File: src/rtl/link_param_loader_pkg.sv
// Shared decoder definitions used by the link parameter loader: stage codes,
// loader FSM encoding and a small width helper.
package link_param_loader_pkg;

  localparam int STAGE_WIDTH = 3;

  localparam logic [STAGE_WIDTH-1:0] STAGE_IDLE                = 3'd0;
  localparam logic [STAGE_WIDTH-1:0] STAGE_PARAMETERS_LOADING  = 3'd1;
  localparam logic [STAGE_WIDTH-1:0] STAGE_MEASUREMENT_LOADING = 3'd2;
  localparam logic [STAGE_WIDTH-1:0] STAGE_GROWING             = 3'd3;

  typedef enum logic [1:0] {
    LPL_IDLE   = 2'd0,
    LPL_LOAD   = 2'd1,
    LPL_READY  = 2'd2,
    LPL_COMMIT = 2'd3
  } lpl_state_t;

  // Index counters need at least one bit even for a single-entry bank.
  function automatic int idx_width(input int depth);
    return (depth > 1) ? $clog2(depth) : 1;
  endfunction

endpackage

File: src/rtl/link_param_loader_if.sv
// Valid/ready stream carrying one {boundary_condition, weight} word per link.
interface link_param_loader_if #(
  parameter int DATA_WIDTH = 4
) ();

  logic                  in_valid;
  logic                  in_ready;
  logic [DATA_WIDTH-1:0] in_data;

  modport master (output in_valid, output in_data, input in_ready);
  modport slave  (input in_valid, input in_data, output in_ready);

endinterface

File: src/rtl/link_param_loader.sv
// Streams per-link weight/boundary words into a register bank and holds the bank
// on flat buses while the stage controller runs the parameter-loading stage.
module link_param_loader
  import link_param_loader_pkg::*;
#(
  parameter int NUM_LINKS      = 16,
  parameter int MAX_WEIGHT     = 2,
  parameter int LINK_BIT_WIDTH = $clog2(MAX_WEIGHT + 1)
) (
  input  logic                               clk,
  input  logic                               reset,
  input  logic [STAGE_WIDTH-1:0]             global_stage,
  input  logic                               start,
  link_param_loader_if.slave                 stream,
  output logic [NUM_LINKS*LINK_BIT_WIDTH-1:0] weight_bus,
  output logic [NUM_LINKS*2-1:0]             boundary_bus,
  output logic                               params_ready,
  output logic                               busy,
  output logic                               done,
  output logic [1:0]                         error
);

  localparam int                       IDX_WIDTH = idx_width(NUM_LINKS);
  localparam logic [IDX_WIDTH-1:0]      LAST_IDX  = IDX_WIDTH'(NUM_LINKS - 1);
  localparam logic [LINK_BIT_WIDTH-1:0] MAX_W     = LINK_BIT_WIDTH'(MAX_WEIGHT);

  lpl_state_t                state;
  lpl_state_t                state_next;
  logic [IDX_WIDTH-1:0]      idx;
  logic [LINK_BIT_WIDTH-1:0] bank_weight   [NUM_LINKS];
  logic [1:0]                bank_boundary [NUM_LINKS];

  logic                      accept;
  logic                      stage_params;
  logic                      over_max;
  logic [LINK_BIT_WIDTH-1:0] word_weight;
  logic [LINK_BIT_WIDTH-1:0] stored_weight;
  logic [1:0]                word_boundary;

  assign stage_params  = (global_stage == STAGE_PARAMETERS_LOADING);
  assign accept        = (state == LPL_LOAD) && stream.in_valid;
  assign word_weight   = stream.in_data[LINK_BIT_WIDTH-1:0];
  assign word_boundary = stream.in_data[LINK_BIT_WIDTH+1:LINK_BIT_WIDTH];
  assign over_max      = (word_weight > MAX_W);
  assign stored_weight = over_max ? MAX_W : word_weight;

  // Handshake and status come from the state register only, never from in_valid.
  assign stream.in_ready = (state == LPL_LOAD);
  assign params_ready    = (state == LPL_READY);
  assign busy            = (state != LPL_IDLE);

  always_ff @(posedge clk or posedge reset) begin
    if (reset) begin
      state <= LPL_IDLE;
    end else begin
      state <= state_next;
    end
  end

  always_comb begin
    state_next = state;
    case (state)
      LPL_IDLE:   if (start) state_next = LPL_LOAD;
      LPL_LOAD:   if (accept && (idx == LAST_IDX)) state_next = LPL_READY;
      LPL_READY:  if (stage_params) state_next = LPL_COMMIT;
      LPL_COMMIT: if (!stage_params) state_next = LPL_IDLE;
      default:    state_next = LPL_IDLE;
    endcase
  end

  // A stage request while the bank is partial or stale is flagged, not acted on.
  always_ff @(posedge clk or posedge reset) begin
    if (reset) begin
      idx   <= '0;
      error <= '0;
      done  <= 1'b0;
    end else begin
      done <= (state == LPL_COMMIT) && !stage_params;
      if ((state == LPL_IDLE) && start) begin
        idx   <= '0;
        error <= {stage_params, 1'b0};
      end else begin
        if (accept) begin
          if (idx != LAST_IDX) idx <= idx + 1'b1;
          if (over_max) error[0] <= 1'b1;
        end
        if (stage_params && ((state == LPL_IDLE) || (state == LPL_LOAD))) error[1] <= 1'b1;
      end
    end
  end

  always_ff @(posedge clk or posedge reset) begin
    if (reset) begin
      for (int i = 0; i < NUM_LINKS; i++) begin
        bank_weight[i]   <= '0;
        bank_boundary[i] <= '0;
      end
    end else begin
      for (int i = 0; i < NUM_LINKS; i++) begin
        if (accept && (idx == IDX_WIDTH'(i))) begin
          bank_weight[i]   <= stored_weight;
          bank_boundary[i] <= word_boundary;
        end
      end
    end
  end

  for (genvar g = 0; g < NUM_LINKS; g++) begin : g_bus
    assign weight_bus[g*LINK_BIT_WIDTH +: LINK_BIT_WIDTH] = bank_weight[g];
    assign boundary_bus[g*2 +: 2]                         = bank_boundary[g];
  end

endmodule

File: src/flat_wrapper.sv
// flat-port wrapper written by rule: the top's interface ports become plain ports
module link_param_loader_flat import link_param_loader_pkg::*;
#(
  parameter int NUM_LINKS      = 16,
  parameter int MAX_WEIGHT     = 2,
  parameter int LINK_BIT_WIDTH = $clog2(MAX_WEIGHT + 1)
)
  (clk, reset, global_stage, start, weight_bus, boundary_bus, params_ready, busy, done, error, stream_in_valid, stream_in_data, stream_in_ready);
  link_param_loader_if #(.DATA_WIDTH((2) + 2)) stream_i ();
  input  logic clk;
  input  logic reset;
  input  logic [STAGE_WIDTH-1:0] global_stage;
  input  logic start;
  output logic [NUM_LINKS*LINK_BIT_WIDTH-1:0] weight_bus;
  output logic [NUM_LINKS*2-1:0] boundary_bus;
  output logic params_ready;
  output logic busy;
  output logic done;
  output logic [1:0] error;
  input wire logic [$bits(stream_i.in_valid)-1:0] stream_in_valid;
  input wire logic [$bits(stream_i.in_data)-1:0] stream_in_data;
  output wire logic [$bits(stream_i.in_ready)-1:0] stream_in_ready;
  assign stream_i.in_valid = stream_in_valid;
  assign stream_i.in_data = stream_in_data;
  assign stream_in_ready = stream_i.in_ready;
  link_param_loader #(.NUM_LINKS(NUM_LINKS), .MAX_WEIGHT(MAX_WEIGHT), .LINK_BIT_WIDTH(LINK_BIT_WIDTH)) u_core (.clk(clk), .reset(reset), .global_stage(global_stage), .start(start), .stream(stream_i), .weight_bus(weight_bus), .boundary_bus(boundary_bus), .params_ready(params_ready), .busy(busy), .done(done), .error(error));
endmodule
File: config.mk
export PLATFORM = sky130hd
export DESIGN_NAME = link_param_loader_flat
export DESIGN_NICKNAME = d
export VERILOG_FILES = /design/src/rtl/link_param_loader_pkg.sv /design/src/rtl/link_param_loader_if.sv /design/src/rtl/link_param_loader.sv /design/src/flat_wrapper.sv
export SDC_FILE = /design/constraint.sdc
export NUM_CORES = 1
export LEC_CHECK = 0
export CAP_MARGIN = 20
export CORE_MARGIN = 2
export CORE_UTILIZATION = 25
export DETAILED_ROUTE_END_ITERATION = 6
export GPL_TIMING_DRIVEN = 0
export SLEW_MARGIN = 20
export SYNTH_ARGS = -nofsm -noshare
export SYNTH_HDL_FRONTEND = slang
export SYNTH_SLANG_ARGS = --single-unit
File: constraint.sdc
create_clock -name clk -period 3.7 [get_ports clk]
set_clock_uncertainty 0.05 [all_clocks]
set_input_delay 0.555 -clock clk [delete_from_list [all_inputs] [get_ports clk]]
set_output_delay 0.555 -clock clk [all_outputs]
set_load 0.05 [all_outputs]
==> impl_metrics.ini, run 1 <==
[power]
p_leak_uw = 0.00194
ir_worst_vdd_mv = 0.324
power_density_mw_per_mm2 = 918

[worst_setup_path]
critPathLaunchType = flop
cp-end-kind = output pin
crit_type = reg -> out
crit_arrival_ns = 1.95
cp.required_ns = 3.09
critPathMaxFanout = 4

[layout]
layout.cells.non_filler = 462
fillers = 1171
register_area_mm2 = 0.00183
num-nets-final = 330
syn_to_final_growth_pct = 44.3
fin_util_pct = 36.5
diodes = 0
drive_gt1_share_pct = 23.5
multiInputGateArea_mm2 = 0.00112
finish.instance_area_mm2 = 0.00433

[sta]
tns_ns = 0
slew-limit-headroom_pct = 60.1
fin_ws_ns = 1.15
rsz0062_at_grt = false
setup_violations = 0
period_share_pct = 69.0
final.min_clock_period_ns = 2.55
worst_pin_slew_ns = 0.599
report.final.slew_viol_count = 0
fmax_ghz = 0.391
hold_viol = 0

[synth]
synth_xor_area_share_pct = 0.584
synth_compound_area_share_pct = 2.29
synth-adder-area-share_pct = 3.75
ys_seq_area_share_pct = 60.9
synth_nets = 239
synth.area.top_cells = dfrtp_1 61%, mux2_2 19%, mux2_1 4.1%
synth_warnings = 0
synth.distinct_cells = 26
synthesis.area_mm2 = 0.00300
synth_top_area_share_pct = 60.9
async_reset_ff_share_pct = 100
yosysMostFrequentCell = dfrtp_1
synth_simple_gate_area_share_pct = 7.80
synthFlopType = dfrtp_1
synth_seq_cells = 73
synthMuxAreaShare_pct = 22.9
synth_common_cells = 73 x dfrtp_1, 50 x mux2_2, 13 x nor2_1
synth_top_family_by_area = multiplexers
synthCells = 219
syn_area_per_cell_um2 = 13.7
synth_top_area_cell = dfrtp_1
synth_edf_count = 0

[clock_tree]
cts_tree = built
cts_sinks = 73
htree_levels = 3
cts_root_buf = clkbuf_16
post_cts_buffers = 0
clkLatencyLatePin_ns = 0.33
ctsResizeCount = 0
numCtsBuffers = 9
path_clk_slew_ns = 0.06
ctsHoldBuffers = 0
cts.path.max_buffers = 2

[detailed_routing]
drt-initial-drc-count = 73
drc = 0
dr.pass1.iters = 4
via_count = 2001
ant_nets = 0
wl_per_cell_um = 15.3
vias_per_cell = 4.33
drt-total-wl_um = 7050

[hold_path]
hold_class = reg -> reg

[run]
max-cap-violations = 0

[placed_design]
place.gp.congestion = 0.788
placed_cell_area_mm2 = 0.00400
io_buffers = 79
dpl.cell_count = 446
pre_cts_ws_ns = 1.30
dpl.hpwl_um = 5200

[global_route]
grt_first_pass_wirelength_um = 11400
grt_usage_pct = 11.8
grt_pass1_vias = 2146
grt_max_degree = 42
grt_overflow = 0
busiest_layer = met2
met3_usage_pct = 4.46
use_met1_pct = 15.1
grt_antenna_before_repair = 0
grt_use_met2_pct = 18.4

[floorplanning]
core-area_mm2 = 0.0119
die_h_um = 114
start_util_pct = 25.3
fp-row-count = 40
ios = 81
die_x_um = 114
die_area_mm2 = 0.0129

[run_status]
status = finished clean
worst max-delay path, stage by stage (launching register included):
cell and delay [ns]:
dfrtp_1 0.39, inv_1 0.10, ha_1 0.24, inv_1 0.09, clkdlybuf4s50_1 0.80
metal layers:
layer	part of all wire, %	vias to the layer above	wire (µm)
li1	-	936	-
met4	1.2	0	87
met3	5.6	9	393
met1	45	1001	3200
met5	0	-	0
met2	48	55	3370
cells by family after synthesis:
group,after synthesis
DFF,73
buffers and inverters,13
and+or+nand+nor,49
adders and majority gates,9
muxes,61
xor gates and xnor gates,2
AOI/OAI and AO/OA,12
cell type report:
type | count | share of cell area [%]
clock inverters | 5 | 1.79
repair buffers | 80 | 18.7
multi-input cells | 133 | 25.9
flip-flops and latches | 73 | 42.2
plain buffers | 6 | 0.607
inverters | 7 | 0.665
clock buffers | 11 | 5.84
well taps | 147 | 4.25
power by group:
part,switching (µW),internal (µW),leakage [µW]
combinational,1190,640,0.000808
sequential,143,1050,0.000974
clock,320,624,0.000162
layout by cell type (no fill, tap or decap), types with 2 or more instances in the layout:
master	count
clkbuf_8	2
mux2_1	11
inv_1	6
mux2_2	50
bufinv_16	2
nor2b_1	2
nand3_1	8
nand2_1	12
clkbuf_16	9
clkinv_2	2
nor2_2	4
a21oi_1	2
dfrtp_1	73
and2_1	2
ha_1	9
o21ai_0	6
nand2b_1	4
nor2_1	13
clkbuf_1	5
clkdlybuf4s50_1	79
flip-flops by register name, indices dropped and copies added, names as in the netlist:
register	count
u_core.error	2
u_core.idx	4
u_core.done	1
u_core.weight_bus	32
u_core.boundary_bus	32
u_core.state	2
final timing paths:
kind                                              startpoint                                end  slack [ns]  cells past startpoint
min                        u_core.weight_bus[13]$_DFFE_PP0P_  u_core.weight_bus[13]$_DFFE_PP0P_        0.44                      1
min in group asynchronous                              reset  u_core.weight_bus[10]$_DFFE_PP0P_        0.53                      2
max reg2reg                      u_core.state[1]$_DFFE_PP0P_  u_core.weight_bus[18]$_DFFE_PP0P_        1.61                      6
max in group asynchronous                              reset          u_core.idx[1]$_DFFE_PP0P_        2.50                      3
max                              u_core.state[0]$_DFFE_PP0P_                               busy        1.15                      4
min reg2reg                u_core.weight_bus[13]$_DFFE_PP0P_  u_core.weight_bus[13]$_DFFE_PP0P_        0.44                      1
metrics by stage:
stage / hold slack (ns) / power (µW)
after global placement: 0.416 / 3030
final: 0.437 / 3970
after detailed placement: 0.428 / 3060
after global routing: 0.456 / 4170
after floorplan: 0.467 / 2440
after CTS: 0.440 / 4030
No activity file was read; power rests on OpenSTA's default activity.
==> run 2: changes to the inputs <==
clock period = 2.2 ns   (was 3.7 ns; I/O delays follow)
==> run 2 against run 1 <==
Effect of this change:
- first-iteration DRC count shrank 34%
- design area is essentially flat
- sequential cell count is the same
- worst hold slack lost 0.14 ns
- routed wire length rose by 3.0%
==> impl_metrics.ini, run 2 (synthesis gave the netlist of run 1 again) <==
[floorplanning]
fp-row-count = 40
die_h_um = 114
core-area_mm2 = 0.0119
die_x_um = 114
ios = 81
die_area_mm2 = 0.0129
start_util_pct = 25.3

[worst_setup_path]
cp.required_ns = 2.36
crit_arrival_ns = 2.22
critPathMaxFanout = 10
crit_family = simple AND/OR/NAND/NOR gates
path_cells = inv_1 > ha_1 > and2_1 > buf_4 > nand2_2 > nor2_4 > mux2_2
worst_path_max_delay_cell = dfrtp_1
cp_num_buf_inv = 2
critPathLaunchType = flop
crit_type = reg -> reg
cp-end-kind = flop
crit_cells = 7
reg2reg_depth = 7
slowest_delay_ns = 0.41

[global_route]
grt_first_pass_wirelength_um = 11800
grt_overflow = 0
grt_pass1_vias = 2133
grt_usage_pct = 12.1
grt_antenna_before_repair = 0
grt_max_degree = 33

[sta]
whs_ns = 0.300
report.final.slew_viol_count = 0
rsz0062_at_grt = true
final.min_clock_period_ns = 2.05
slew-limit-headroom_pct = 59.5
setup_violations = 0
period_share_pct = 93.3
hold_viol = 0
fmax_ghz = 0.487
fin_ws_ns = 0.147
worst_pin_slew_ns = 0.607
tns_ns = 0

[layout]
final_common_cell = clkdlybuf4s50_1
num-nets-final = 331
diodes = 0
finish.instance_area_mm2 = 0.00433
syn_to_final_growth_pct = 44.3
final_cell_mix = 76 x clkdlybuf4s50_1, 73 x dfrtp_1, 50 x mux2_2
drive_gt1_share_pct = 25.7
fin_util_pct = 36.5

[clock_tree]
cts.path.max_buffers = 2
htree_levels = 3
numCtsBuffers = 9
cts_root_buf = clkbuf_16
cts_sinks = 73
path_clk_slew_ns = 0.06
clkLatencyLatePin_ns = 0.33
cts_tree = built

[placed_design]
dpl.hpwl_um = 5220
pre_cts_ws_ns = 0.0404
place.gp.congestion = 0.740
io_buffers = 79
placed_cell_area_mm2 = 0.00402

[power]
ir_worst_vdd_mv = 0.445
p_leak_uw = 0.00194
power_density_mw_per_mm2 = 1500

[detailed_routing]
vias_per_cell = 4.35
via_count = 2008
drt-total-wl_um = 7270
drt-initial-drc-count = 48
drc = 0
wl_per_cell_um = 15.7
ant_nets = 0
dr.pass1.iters = 4

[run_status]
status = finished clean

[hold_path]
hold_class = in -> async

[run]
max-cap-violations = 0
[run 2: worst paths after layout]
check,start,end,slack (ns)
worst max-delay path,u_core.state[1]$_DFFE_PP0P_,u_core.weight_bus[24]$_DFFE_PP0P_,0.15
worst min-delay path,reset,u_core.weight_bus[8]$_DFFE_PP0P_,0.30
worst max register to register,u_core.state[1]$_DFFE_PP0P_,u_core.weight_bus[24]$_DFFE_PP0P_,0.15
worst min register to register,u_core.weight_bus[13]$_DFFE_PP0P_,u_core.weight_bus[13]$_DFFE_PP0P_,0.44
max in group asynchronous,reset,u_core.boundary_bus[21]$_DFFE_PP0P_,1.32
min in group clk,u_core.weight_bus[13]$_DFFE_PP0P_,u_core.weight_bus[13]$_DFFE_PP0P_,0.44
[run 2: layer usage]
layer / track usage (%) / vias to the layer above / share of wire (%)
li1: - / 937 / -
met1: 16.3 / 1011 / 48
met2: 18.6 / 55 / 46
met3: 3.77 / 5 / 5.1
met4: 4.39 / 0 / 0.84
met5: 0 / - / 0
[run 2: timing repair]
action | CTS | global route
buffers inserted | 0 | 0
pin swaps | 0 | 0
hold buffers | 0 | 0
endpoints found under the hold margin | 0 | 0
endpoints found under the setup margin | 3 | 35
resized for setup | 3 | 10
[run 2: layout make-up]
| type | count | area, µm² |
|---|---|---|
| buffer | 6 | 26.3 |
| clock buffer | 12 | 267 |
| clock inverter | 3 | 15.0 |
| fill | 1175 | 7530 |
| inverter | 7 | 30.0 |
| multi-input combinational | 133 | 1150 |
| sequential | 73 | 1830 |
| tap | 147 | 184 |
| timing repair buffer | 81 | 827 |
[run 2: worst reg2reg max path, cell delays in order (launching register included)]
cell     delay [ns]
dfrtp_1        0.41
inv_1          0.11
ha_1           0.23
and2_1         0.24
buf_4          0.20
nand2_2        0.14
nor2_4         0.20
mux2_2         0.35
[run 2: report_power, final]
part           switching, µW  internal (µW)  total (µW)
Combinational           2020           1060        3080
Sequential               237           1770        2010
Clock                    545            844        1390
Total                   2800           3670        6470
[run 2: per-stage QoR]
step,total power (µW),std cells
final,6470,462
after global routing,6790,462
after CTS,6550,462
after detailed placement,5150,447
after global placement,5090,445
after floorplan,4100,219
==> run 3: changes to the inputs <==
CORE_ASPECT_RATIO = 0.8   (was unset)
==> run 3 against run 2 <==
Effect of this change:
- first-iteration DRC count rose by 35%
- worst hold slack improved by 0.053 ns
- routed wire length rose by 1.8%
- maximum frequency fell by 0.42%
- combinational power barely moved
- power rose by 7.2%
- critical path depth did not move
- worst setup slack got worse by 0.0087 ns
- sequential power barely moved
- sequential cell count did not move
- design area rose by 1.7%
- global-route usage fell by 0.079 points
==> impl_metrics.ini, run 3 (synthesis gave the netlist of run 1 again) <==
[run]
max-cap-violations = 0

[layout]
diodes = 0
fin_util_pct = 37.9
drive_gt1_share_pct = 24.1
final_common_cell = clkdlybuf4s50_1
final_cell_mix = 76 x clkdlybuf4s50_1, 73 x dfrtp_1, 50 x mux2_2
fillers = 1110
num-nets-final = 331
syn_to_final_growth_pct = 46.8

[detailed_routing]
drt-initial-drc-count = 65
drc = 0
vias_per_cell = 4.39
ant_nets = 0
via_count = 2035
wl_per_cell_um = 15.9
drt-total-wl_um = 7390
dr.pass1.iters = 4

[global_route]
grt_usage_pct = 12.1
grt_pass1_vias = 2143
grt_first_pass_wirelength_um = 11600
grt_max_degree = 33
grt_overflow = 0
grt_antenna_before_repair = 0

[worst_setup_path]
crit_arrival_ns = 2.23
critPathLaunchType = flop
worstReg2RegStart = u_core.state[1]$_DFFE_PP0P_
crit_start = u_core.state[1]$_DFFE_PP0P_
cp.required_ns = 2.36
critPathMaxFanout = 10
crit_type = reg -> reg
cp-end-kind = flop

[sta]
slew-limit-headroom_pct = 59.8
setup_violations = 0
rsz0062_at_grt = false
tns_ns = 0
period_share_pct = 93.7
report.final.slew_viol_count = 0
fmax_ghz = 0.485
final.min_clock_period_ns = 2.06
hold_viol = 0
worst_pin_slew_ns = 0.603

[floorplanning]
die_h_um = 102
core-area_mm2 = 0.0116
fp-row-count = 35
die_x_um = 126
die_area_mm2 = 0.0129
ios = 81
start_util_pct = 25.8

[clock_tree]
post_cts_buffers = 0
clkLatencyLatePin_ns = 0.33
cts_root_buf = clkbuf_16
cts_sinks = 73
numCtsBuffers = 9
ctsHoldBuffers = 0
cts.path.max_buffers = 2
htree_levels = 3
cts_tree = built
path_clk_slew_ns = 0.06

[power]
p_leak_uw = 0.00198
power_density_mw_per_mm2 = 1580
ir_worst_vdd_mv = 0.574

[run_status]
status = finished clean

[hold_path]
hold_class = in -> async

[placed_design]
place.gp.congestion = 0.730
dpl.hpwl_um = 5460
io_buffers = 79
## run 3: metrics by stage
stage	hold WS [ns]	power (µW)	instances	setup WS, ns	cell area [µm²]
global placement	0.418	5100	446	0.0286	3980
detailed placement	0.424	5180	448	0.0442	4030
floorplan	0.432	4100	219	0.0328	3000
finish	0.352	6940	464	0.139	4400
CTS	0.362	7020	464	0.0977	4400
global route	0.413	7280	464	0.00985	4400
## run 3: path summary, 6_finish.rpt
kind	to	slack [ns]	cells past startpoint
setup / recovery	u_core.weight_bus[25]$_DFFE_PP0P_	0.14	7
hold / removal	u_core.weight_bus[10]$_DFFE_PP0P_	0.35	2
setup reg to reg	u_core.weight_bus[25]$_DFFE_PP0P_	0.14	7
hold reg to reg	u_core.weight_bus[13]$_DFFE_PP0P_	0.44	1
max in group asynchronous	u_core.weight_bus[20]$_DFFE_PP0P_	1.03	4
min in group clk	u_core.weight_bus[13]$_DFFE_PP0P_	0.44	1
## run 3: worst max-delay path, cell delays in order, from the launching register on
cell	delay (ns)
dfrtp_1	0.41
inv_1	0.11
ha_1	0.21
and2_1	0.23
buf_4	0.19
nand2_2	0.10
nor2_2	0.27
mux2_2	0.37
## run 3: area by class of cell
cell class                      instances  area, µm²  share of cell area [%]
Clock inverter                          5        125                    2.84
Multi-Input combinational cell        133       1120                    25.5
Timing Repair Buffer                   81        835                    19.0
Inverter                                7       30.0                   0.682
Clock buffer                           11        253                    5.74
Buffer                                  6       26.3                   0.597
Sequential cell                        73       1830                    41.5
Tap cell                              148        185                    4.21
## run 3: timing repair
item                                   in CTS  in global routing
endpoints found under the hold margin       0                  0
setup endpoints to repair                   3                  4
resized for setup                           3                  1
## run 3: per-layer routing
layer | share of wire [%] | track usage (%) | vias to the layer above
li1 | - | - | 931
met5 | 0 | 0 | -
met4 | 1.0 | 3.30 | 0
met1 | 47 | 15.6 | 1030
met3 | 8.5 | 5.71 | 10
met2 | 44 | 18.2 | 64
## run 3: power breakdown
group          total (µW)  switching [µW]  internal (µW)
clock                1830             551           1280
combinational        3080            2020           1060
sequential           2030             256           1770
